**config.mk**
```make
export PLATFORM = sky130hd
export DESIGN_NAME = seg_display_ctrl
export DESIGN_NICKNAME = d
export VERILOG_FILES = /design/src/rtl/seg_display_ctrl.sv
export SDC_FILE = /design/constraint.sdc
export NUM_CORES = 1
export LEC_CHECK = 0
export CORE_MARGIN = 4
export CORE_UTILIZATION = 25
export CTS_BUF_LIST = sky130_fd_sc_hd__clkbuf_16
export DETAILED_ROUTE_END_ITERATION = 10
export SLEW_MARGIN = 0
export SYNTH_ARGS = -nofsm -noshare
export SYNTH_HDL_FRONTEND = slang
export SYNTH_SLANG_ARGS = --single-unit
```
**constraint.sdc**
```tcl
create_clock -name clk -period 3.7 [get_ports clk]
set_clock_uncertainty 0.05 [all_clocks]
set_input_delay 0.74 -clock clk [delete_from_list [all_inputs] [get_ports clk]]
set_output_delay 0.74 -clock clk [all_outputs]
set_load 0.05 [all_outputs]
```
**src/rtl/seg_display_ctrl.sv**
```systemverilog
// Registered multi-digit 7-segment controller: latches a display frame on load and
// drives N_DIG common-cathode digit buses with hex decode, DP, blank, blink and LZB.
module seg_display_ctrl #(
    parameter int N_DIG     = 2,
    parameter int BLINK_DIV = 6000000
) (
    input  logic                 clk,
    input  logic                 rst_n,
    input  logic                 load,
    input  logic [4*N_DIG-1:0]   data_in,
    input  logic [N_DIG-1:0]     dp_in,
    input  logic [N_DIG-1:0]     blank_mask,
    input  logic [N_DIG-1:0]     blink_mask,
    input  logic                 hex_en,
    input  logic                 lzb_en,
    output logic                 load_ack,
    output logic [9*N_DIG-1:0]   segment_led
);

    localparam int CNT_W = (BLINK_DIV > 1) ? $clog2(BLINK_DIV) : 1;
    localparam logic [CNT_W-1:0] CNT_MAX = CNT_W'(BLINK_DIV - 1);

    logic [4*N_DIG-1:0] data_p0;
    logic [N_DIG-1:0]   dp_p0;
    logic [N_DIG-1:0]   blank_p0;
    logic [N_DIG-1:0]   blink_p0;
    logic               hex_p0;
    logic               lzb_p0;
    logic               vld_p0;

    logic [CNT_W-1:0]   blink_cnt;
    logic               blink_phase;

    logic [9*N_DIG-1:0] seg_p1;
    logic               vld_p1;

    logic [N_DIG-1:0]   lz_sup;
    logic               zero_run;
    logic [9*N_DIG-1:0] seg_next;

    function automatic logic [6:0] decode_seg(input logic [3:0] val, input logic hex);
        logic [6:0] seg;
        case (val)
            4'h0: seg = 7'h3F;
            4'h1: seg = 7'h06;
            4'h2: seg = 7'h5B;
            4'h3: seg = 7'h4F;
            4'h4: seg = 7'h66;
            4'h5: seg = 7'h6D;
            4'h6: seg = 7'h7D;
            4'h7: seg = 7'h07;
            4'h8: seg = 7'h7F;
            4'h9: seg = 7'h6F;
            4'hA: seg = hex ? 7'h77 : 7'h40;
            4'hB: seg = hex ? 7'h7C : 7'h40;
            4'hC: seg = hex ? 7'h39 : 7'h40;
            4'hD: seg = hex ? 7'h5E : 7'h40;
            4'hE: seg = hex ? 7'h79 : 7'h40;
            default: seg = hex ? 7'h71 : 7'h40;
        endcase
        return seg;
    endfunction

    // A digit stays suppressed while it and every more-significant digit are a bare zero.
    always_comb begin
        lz_sup   = '0;
        zero_run = lzb_p0;
        for (int i = N_DIG - 1; i >= 0; i--) begin
            zero_run  = zero_run && (data_p0[4*i +: 4] == 4'd0) && !dp_p0[i];
            lz_sup[i] = zero_run && (i != 0);
        end
    end

    always_comb begin
        seg_next = '0;
        for (int i = 0; i < N_DIG; i++) begin
            if (blank_p0[i] || (blink_p0[i] && blink_phase) || lz_sup[i])
                seg_next[9*i +: 9] = 9'h100;
            else
                seg_next[9*i +: 9] = {1'b0, dp_p0[i], decode_seg(data_p0[4*i +: 4], hex_p0)};
        end
    end

    always_ff @(posedge clk or negedge rst_n) begin
        if (!rst_n) begin
            data_p0     <= '0;
            dp_p0       <= '0;
            blank_p0    <= '0;
            blink_p0    <= '0;
            hex_p0      <= 1'b0;
            lzb_p0      <= 1'b0;
            vld_p0      <= 1'b0;
            blink_cnt   <= '0;
            blink_phase <= 1'b0;
            seg_p1      <= {N_DIG{9'h100}};
            vld_p1      <= 1'b0;
        end else begin
            // p0: frame shadow
            if (load) begin
                data_p0  <= data_in;
                dp_p0    <= dp_in;
                blank_p0 <= blank_mask;
                blink_p0 <= blink_mask;
                hex_p0   <= hex_en;
                lzb_p0   <= lzb_en;
            end
            vld_p0 <= load;

            if (blink_cnt == CNT_MAX) begin
                blink_cnt   <= '0;
                blink_phase <= ~blink_phase;
            end else begin
                blink_cnt <= blink_cnt + CNT_W'(1);
            end

            // p1: registered digit buses
            seg_p1 <= seg_next;
            vld_p1 <= vld_p0;
        end
    end

    assign segment_led = seg_p1;
    assign load_ack    = vld_p1;

endmodule

```
==> results.toml, run 1 <==
[status]
status = "finished, final reports clean"

[clock_tree]
cts_resized = 0
cts_buffers = 9
insertion_delay_ns = 0.32
cts_tree = "done"
cts_htree_levels = 3
holdBufCountCts = 0
clock_path_buffers = 2
path_clk_slew_ns = 0.05
cts.sinks = 60
cts_root_buf = "clkbuf_16"
postCtsSetupBuffers = 0

[worst_setup_path]
path_delay_family = "buffers and inverters"
crit_buf_inv = 1
reg2reg_depth = 4
cp_max_fo = 1
ff2ff_setup_slack_ns = 1.57
crit_cells = 1
slowest_delay_ns = 0.79
slowest_stage = "clkdlybuf4s50_1"
worstPathArrival_ns = 1.63
cp_cell_sequence = "clkdlybuf4s50_1"
end_kind = "primary output"
critical_path_required_ns = 2.91
crit_type = "reg2out"
startpoint_type = "flip-flop"

[route]
wl_microns = 5970
drt_iter0_drc = 136
first_pass_iters = 4
vias = 2239
wl_per_cell_microns = 12.8
via_per_inst = 4.82
postRouteAntennaNets = 0
drcViolationCount = 0

[yosys]
synthCells = 291
postSynth.asyncResetShare = 1.00
syn_nets = 311
yosysTopAreaCellShare = 0.510
ys.flop_type = "dfrtp_1"
synth.avg_cell_area_sq_um = 9.78
synth_cell_types = 45
synth_seq_cells = 60
synthTopCellsByArea = "dfrtp_1 (51%), o21ai_0 (4.4%), xnor2_1 (3.7%)"
yosysTopAreaCell = "dfrtp_1"
synthesis.area_sq_um = 2850
synth_warnings = 0
synth_edf_count = 0
ys_seq_area_frac = 0.528

[power]
p_leak_nw = 1.52
vdd_ir_drop_max_mv = 0.245
power.density_nw_per_um2 = 510

[final_layout]
syn_to_final_growth_pct = 26.5
layout_commonest_cell = "dfrtp_1"
final_cells = 465
seqCellArea_sq_um = 1500
final_cell_mix = "dfrtp_1 (58), clkdlybuf4s50_1 (36), nor2_1 (27), nand2_1 (26), o21ai_0 (25)"
n_antenna_cell = 0
drive_above_1_share = 0.0985
fin_nets = 340
fill_cells = 1127
multiInputGateArea_sq_um = 1220

[global_route]
grt_pass1_wl_microns = 10300
grt_max_degree = 61
grt-busiest-layer = "met2"
met1_usage = 0.123
grt_pass1_vias = 2220
grt_usage = 0.0959
antenna_found_initial = 0
overflow = 0
met3_usage = 0.0317
grt_use_met2 = 0.150

[min_path]
hp-class = "reg2reg"
hold-path-cell-count = 0

[place]
dp_hpwl_microns = 4080
post-place-cells = 449
place_congestion = 0.801
io_buffers = 37

[floorplanning]
chipHeight_microns = 115
rows = 38
core_sq_um = 11000
ioPinCount = 38
die_area_sq_um = 13200
die_x_microns = 115
initial_utilization = 0.259

[job]
drv_cap = 0

[sta]
hold_viol = 0
fmax_mhz = 414
report.final.setup_viol = 0
fin_crit_sh = 0.653
slew_viol_final = 0
period_minus_slack_ns = 2.42
setup_tns_ns = 0
rsz0062_at_grt = "false"
max_slew_margin = 0.415
worst_slew_pin_slew_ns = 0.872
synthesized netlist by cell type (all sizes together) (4+ instances only):
| library cell | n |
|---|---|
| o22ai | 4 |
| or3 | 5 |
| inv | 12 |
| nand3 | 10 |
| nor4 | 5 |
| xnor2 | 12 |
| nand2 | 26 |
| nor2 | 27 |
| nand4 | 14 |
| dfrtp | 58 |
| xor2 | 8 |
| o21ai | 25 |
| a21oi | 20 |
| mux2 | 7 |
| nor3 | 4 |
| clkbuf | 18 |
registers in the layout, summed over array words and instances (netlist names), 2 cells and up:
register / cells
blank_p0: 2
data_p0: 8
dp_p0: 2
blink_p0: 2
segment_led: 18
blink_cnt: 23
path summary, 6_finish.rpt:
check,startpoint,end
max,segment_led[17],segment_led[17]
min,vld_p0,load_ack
max reg2reg,blink_cnt[6],blink_phase
min reg2reg,vld_p0,load_ack
max in group asynchronous,rst_n,segment_led[2]
min in group asynchronous,rst_n,segment_led[16]
per-stage QoR:
stage | hold WS [ns] | total power [mW] | cell area (sq um) | utilization | worst slack [ns]
after detailed placement | 0.291 | 1.06 | 3310 | 0.302 | 1.32
final | 0.298 | 1.84 | 3600 | 0.328 | 1.28
after CTS | 0.303 | 1.86 | 3600 | 0.328 | 1.26
after global routing | 0.305 | 1.92 | 3600 | 0.328 | 1.25
after floorplan | 0.281 | 0.945 | 2850 | - | 1.87
after global placement | 0.284 | 1.06 | 3310 | 0.302 | 1.34
per-layer routing:
layer	routed length, microns	share of wire
met1	2720	0.46
met2	2930	0.49
met3	241	0.040
met4	83	0.014
met5	0	0
cell families (layout without fill, tap and decap cells):
family,after synthesis,count (layout),share of synthesized area
AOI/OAI and AO/OA,61,61,0.124
xor gates and xnor gates,20,20,0.0615
adders and majority gates,2,2,0.00791
buffers and inverters,32,66,0.0440
DFF,60,60,0.528
muxes,8,8,0.0312
and+or+nand+nor,108,108,0.204
area by class of cell:
cell class | count | area share
multi-input combinational | 199 | 0.338
sequential | 60 | 0.418
clock buffer | 9 | 0.0626
inverter | 12 | 0.0125
timing repair buffer | 38 | 0.104
clock inverter | 7 | 0.0167
tap | 140 | 0.0487
where the power goes:
group	switching [mW]	total, mW	internal, mW
logic	0.186	0.298	0.112
clock network	0.280	0.792	0.511
registers	0.0427	0.746	0.703
Note: power is estimated with default switching activity, not from simulation.
==> inputs of run 2 (changes only) <==
==> constraint.sdc (replaced) <==
create_clock -name clk -period 2.3 [get_ports clk]
set_clock_uncertainty 0.05 [all_clocks]
set_input_delay 0.46 -clock clk [delete_from_list [all_inputs] [get_ports clk]]
set_output_delay 0.46 -clock clk [all_outputs]
set_load 0.05 [all_outputs]
==> run 2 against run 1 <==
Net effect: flip-flop and latch count did not move; first-iteration DRC count rose by 15%; non-clock buffer count rose by 4; utilization rose by 0.11 points; cell count rose by 0.86%; sequential power rose by 61%; sequential share of layout area fell by 0.14 points.
==> results.toml, run 2 (same netlist as run 1, synthesis figures left out) <==
[worst_setup_path]
slowest_stage = "clkdlybuf4s50_1"
end_kind = "primary output"
worstPathArrival_ns = 1.64
crit_type = "reg2out"
cp_cell_sequence = "clkdlybuf4s50_1"
startpoint_type = "flip-flop"
crit_buf_inv = 1
cp_max_fo = 1
critical_path_required_ns = 1.79
path_delay_family = "buffers and inverters"
slowest_delay_ns = 0.80

[sta]
worst_hold_slack_ns = 0.295
worst_slew_pin_slew_ns = 0.628
hold_viol = 0
slew_viol_final = 0
max_slew_margin = 0.580
report.final.setup_viol = 0
period_minus_slack_ns = 2.15
fin_crit_sh = 0.933
setup_tns_ns = 0
setup_slack_ns = 0.153
fmax_mhz = 466
rsz0062_at_grt = "false"

[final_layout]
fin_area_sq_um = 3610
utilization = 0.329
largest-register = "blink_cnt"
syn_to_final_growth_pct = 26.9
layout_commonest_cell = "dfrtp_1"
final_cells = 469
final_cell_mix = "dfrtp_1 (58), clkdlybuf4s50_1 (36), nor2_1 (27), nand2_1 (26), o21ai_0 (25)"
drive_above_1_share = 0.0942
fin_nets = 344
n_antenna_cell = 0
largest_reg_flops = 23

[floorplanning]
die_area_sq_um = 13200
core_sq_um = 11000
die_x_microns = 115
ioPinCount = 38
rows = 38
chipHeight_microns = 115
initial_utilization = 0.259

[power]
p_sw_frac = 0.287
power.density_nw_per_um2 = 784
clkPwrFrac = 0.404
fin_total_pwr_mw = 2.83
p_leak_nw = 1.53
p_comb_frac = 0.172
vdd_ir_drop_max_mv = 0.337
switching_power_mw = 0.814
seq_power_share = 0.424
internal-power_mw = 2.02

[route]
postRouteAntennaNets = 0
drt_iter0_drc = 157
wl_per_cell_microns = 12.8
first_pass_iters = 4
drcViolationCount = 0
wl_microns = 6010
via_per_inst = 4.83
vias = 2267

[clock_tree]
cts_root_buf = "clkbuf_16"
cts_htree_levels = 3
clock_path_buffers = 2
postCtsSetupBuffers = 0
cts_buffers = 9
cts.sinks = 60
cts_tree = "done"
path_clk_slew_ns = 0.05
insertion_delay_ns = 0.33

[global_route]
grt_usage = 0.102
grt_pass1_wl_microns = 10700
grt_pass1_vias = 2236
grt_max_degree = 54
antenna_found_initial = 0
overflow = 0

[place]
io_buffers = 37
place_congestion = 0.780
placed_area_sq_um = 3350
post-place-cells = 452
pre_cts_slack_ns = 0.346
dp_hpwl_microns = 4190

[min_path]
hp-class = "reg2reg"

[job]
drv_cap = 0

[status]
status = "finished, final reports clean"
## run 2: layout make-up
type	instances	area (sq um)
Clock inverter	7	27.5
Tap cell	140	175
Fill cell	1124	7370
Timing Repair Buffer	42	418
Clock buffer	9	225
Inverter	12	45.0
Multi-Input combinational cell	199	1220
Sequential cell	60	1500
## run 2: layer usage
metal | wire length, microns | global-route usage
met1 | 2700 | 0.132
met2 | 2880 | 0.152
met3 | 238 | 0.0270
met4 | 195 | 0.0595
met5 | 0 | 0
## run 2: final timing paths
check	startpoint	depth (start not counted)	slack, ns	endpoint
setup / recovery	segment_led[17]	1	0.15	segment_led[17]
hold / removal	vld_p0	0	0.30	load_ack
setup reg to reg	blink_cnt[0]	5	0.34	blink_cnt[22]
hold reg to reg	vld_p0	0	0.30	load_ack
max in group asynchronous	rst_n	3	1.09	segment_led[8]
min in group asynchronous	rst_n	2	0.53	segment_led[13]
## run 2: power groups by stage
stage | combinational [mW] | sequential [mW] | clock [mW]
final | 0.486 | 1.20 | 1.14
after global routing | 0.525 | 1.22 | 1.22
after CTS | 0.494 | 1.20 | 1.17
after detailed placement | 0.490 | 1.22 | 0
after global placement | 0.485 | 1.22 | 0
after floorplan | 0.177 | 1.34 | 0
## run 2: what timing repair did
action | CTS | global route
endpoints found under the hold margin | 6 | 0
hold buffers | 1 | 0
resized for setup | 0 | 0
==> inputs of run 3 (changes only) <==
==> constraint.sdc (replaced) <==
create_clock -name clk -period 2.5 [get_ports clk]
set_clock_uncertainty 0.05 [all_clocks]
set_input_delay 0.5 -clock clk [delete_from_list [all_inputs] [get_ports clk]]
set_output_delay 0.5 -clock clk [all_outputs]
set_load 0.05 [all_outputs]
==> run 3 against run 2 <==
Net effect: worst setup slack improved by 0.17 ns; clock power fell by 9.6%; global-route usage fell by 0.76 points; combinational power fell by 7.8%; routed wire length fell by 2.7%; sequential power fell by 7%; first-iteration DRC count fell by 55%; critical path type unchanged; largest power group unchanged; highest routed layer unchanged.
==> results.toml, run 3 (same netlist as run 1, synthesis figures left out) <==
[global_route]
antenna_found_initial = 0
grt_usage = 0.0939
grt_pass1_wl_microns = 10000
grt_pass1_vias = 2115
overflow = 0
grt_max_degree = 52

[worst_setup_path]
cp_max_fo = 1
cp_cell_sequence = "clkdlybuf4s50_1"
reg2reg_depth = 5
worstPathArrival_ns = 1.62
end_kind = "primary output"
crit_buf_inv = 1
path_delay_family = "buffers and inverters"
crit_type = "reg2out"
critical_path_required_ns = 1.95
slowest_delay_ns = 0.79
crit_cells = 1
slowest_stage = "clkdlybuf4s50_1"
startpoint_type = "flip-flop"

[min_path]
hp-class = "reg2reg"
hold-path-cell-count = 0

[final_layout]
largest_reg_flops = 23
layout_commonest_cell = "dfrtp_1"
fill_cells = 1084
fin_nets = 344
utilization = 0.329
n_antenna_cell = 0
fin_area_sq_um = 3610
syn_to_final_growth_pct = 26.8
largest-register = "blink_cnt"
drive_above_1_share = 0.0976
final_cell_mix = "dfrtp_1 (58), clkdlybuf4s50_1 (36), nor2_1 (27), nand2_1 (26), o21ai_0 (25)"

[clock_tree]
cts_buffers = 9
clock_path_buffers = 2
cts_tree = "done"
holdBufCountCts = 1
cts_root_buf = "clkbuf_16"
insertion_delay_ns = 0.32
cts_resized = 0
cts_htree_levels = 3
path_clk_slew_ns = 0.05
cts.sinks = 60
postCtsSetupBuffers = 0

[place]
pre_cts_slack_ns = 0.552
dp_hpwl_microns = 4180
place_congestion = 0.797
io_buffers = 37
placed_area_sq_um = 3350

[sta]
hold_viol = 0
fmax_mhz = 460
slew_viol_final = 0
period_minus_slack_ns = 2.17
report.final.setup_viol = 0
setup_slack_ns = 0.326
worst_slew_pin_slew_ns = 0.557
fin_crit_sh = 0.869
max_slew_margin = 0.628
setup_tns_ns = 0
rsz0062_at_grt = "false"

[job]
drv_cap = 0

[route]
drcViolationCount = 0
vias = 2228
postRouteAntennaNets = 0
wl_per_cell_microns = 12.5
drt_iter0_drc = 70
first_pass_iters = 4
via_per_inst = 4.76
wl_microns = 5850

[floorplanning]
ioPinCount = 38
die_x_microns = 115
core_sq_um = 11000
die_area_sq_um = 13200
initial_utilization = 0.259
chipHeight_microns = 115
rows = 38

[status]
status = "finished, final reports clean"

[power]
p_leak_nw = 1.53
vdd_ir_drop_max_mv = 0.394
power.density_nw_per_um2 = 717
## run 3: cell types whose count changed in the layout (fill, tap and decap cells not counted)
cell | previous run | this run
inv_1 | 15 | 14
clkinv_2 | 1 | 2
clkinv_1 | 3 | 2
## run 3: final timing paths
check,startpoint,endpoint,slack (ns)
hold reg to reg,vld_p0,load_ack,0.30
hold / removal,vld_p0,load_ack,0.30
min in group asynchronous,rst_n,segment_led[14],0.59
setup reg to reg,blink_cnt[0],blink_cnt[22],0.54
max in group asynchronous,rst_n,segment_led[8],1.22
setup / recovery,segment_led[8],segment_led[8],0.33
## run 3: routing by layer
metal	up-vias	share of wire	GRT usage
met5	-	0	0
met4	0	0.021	0.0438
met3	12	0.037	0.0248
met2	51	0.47	0.142
met1	1072	0.47	0.126
li1	1093	-	-
## run 3: area by class of cell
class,instances,area (sq um),area share
clock buffer,9,225,0.0624
clock inverter,6,25.0,0.00693
inverter,12,45.0,0.0125
multi-input combinational,199,1220,0.337
sequential,60,1500,0.417
tap,140,175,0.0485
timing repair buffer,42,418,0.116
## run 3: per-stage QoR
step | cells | power, mW | hold WS [ns]
3_5_place_dp | 452 | 1.57 | 0.292
2_1_floorplan | 291 | 1.40 | 0.154
3_3_place_gp | 452 | 1.57 | 0.285
4_1_cts | 468 | 2.63 | 0.303
6_report | 468 | 2.59 | 0.298
5_1_grt | 468 | 2.71 | 0.305
## run 3: where the power goes
part / internal (mW) / switching, mW / leakage (nW)
clock: 0.644 / 0.390 / 0.133
combinational: 0.172 / 0.276 / 0.638
sequential: 1.04 / 0.0654 / 0.759
total: 1.86 / 0.731 / 1.53
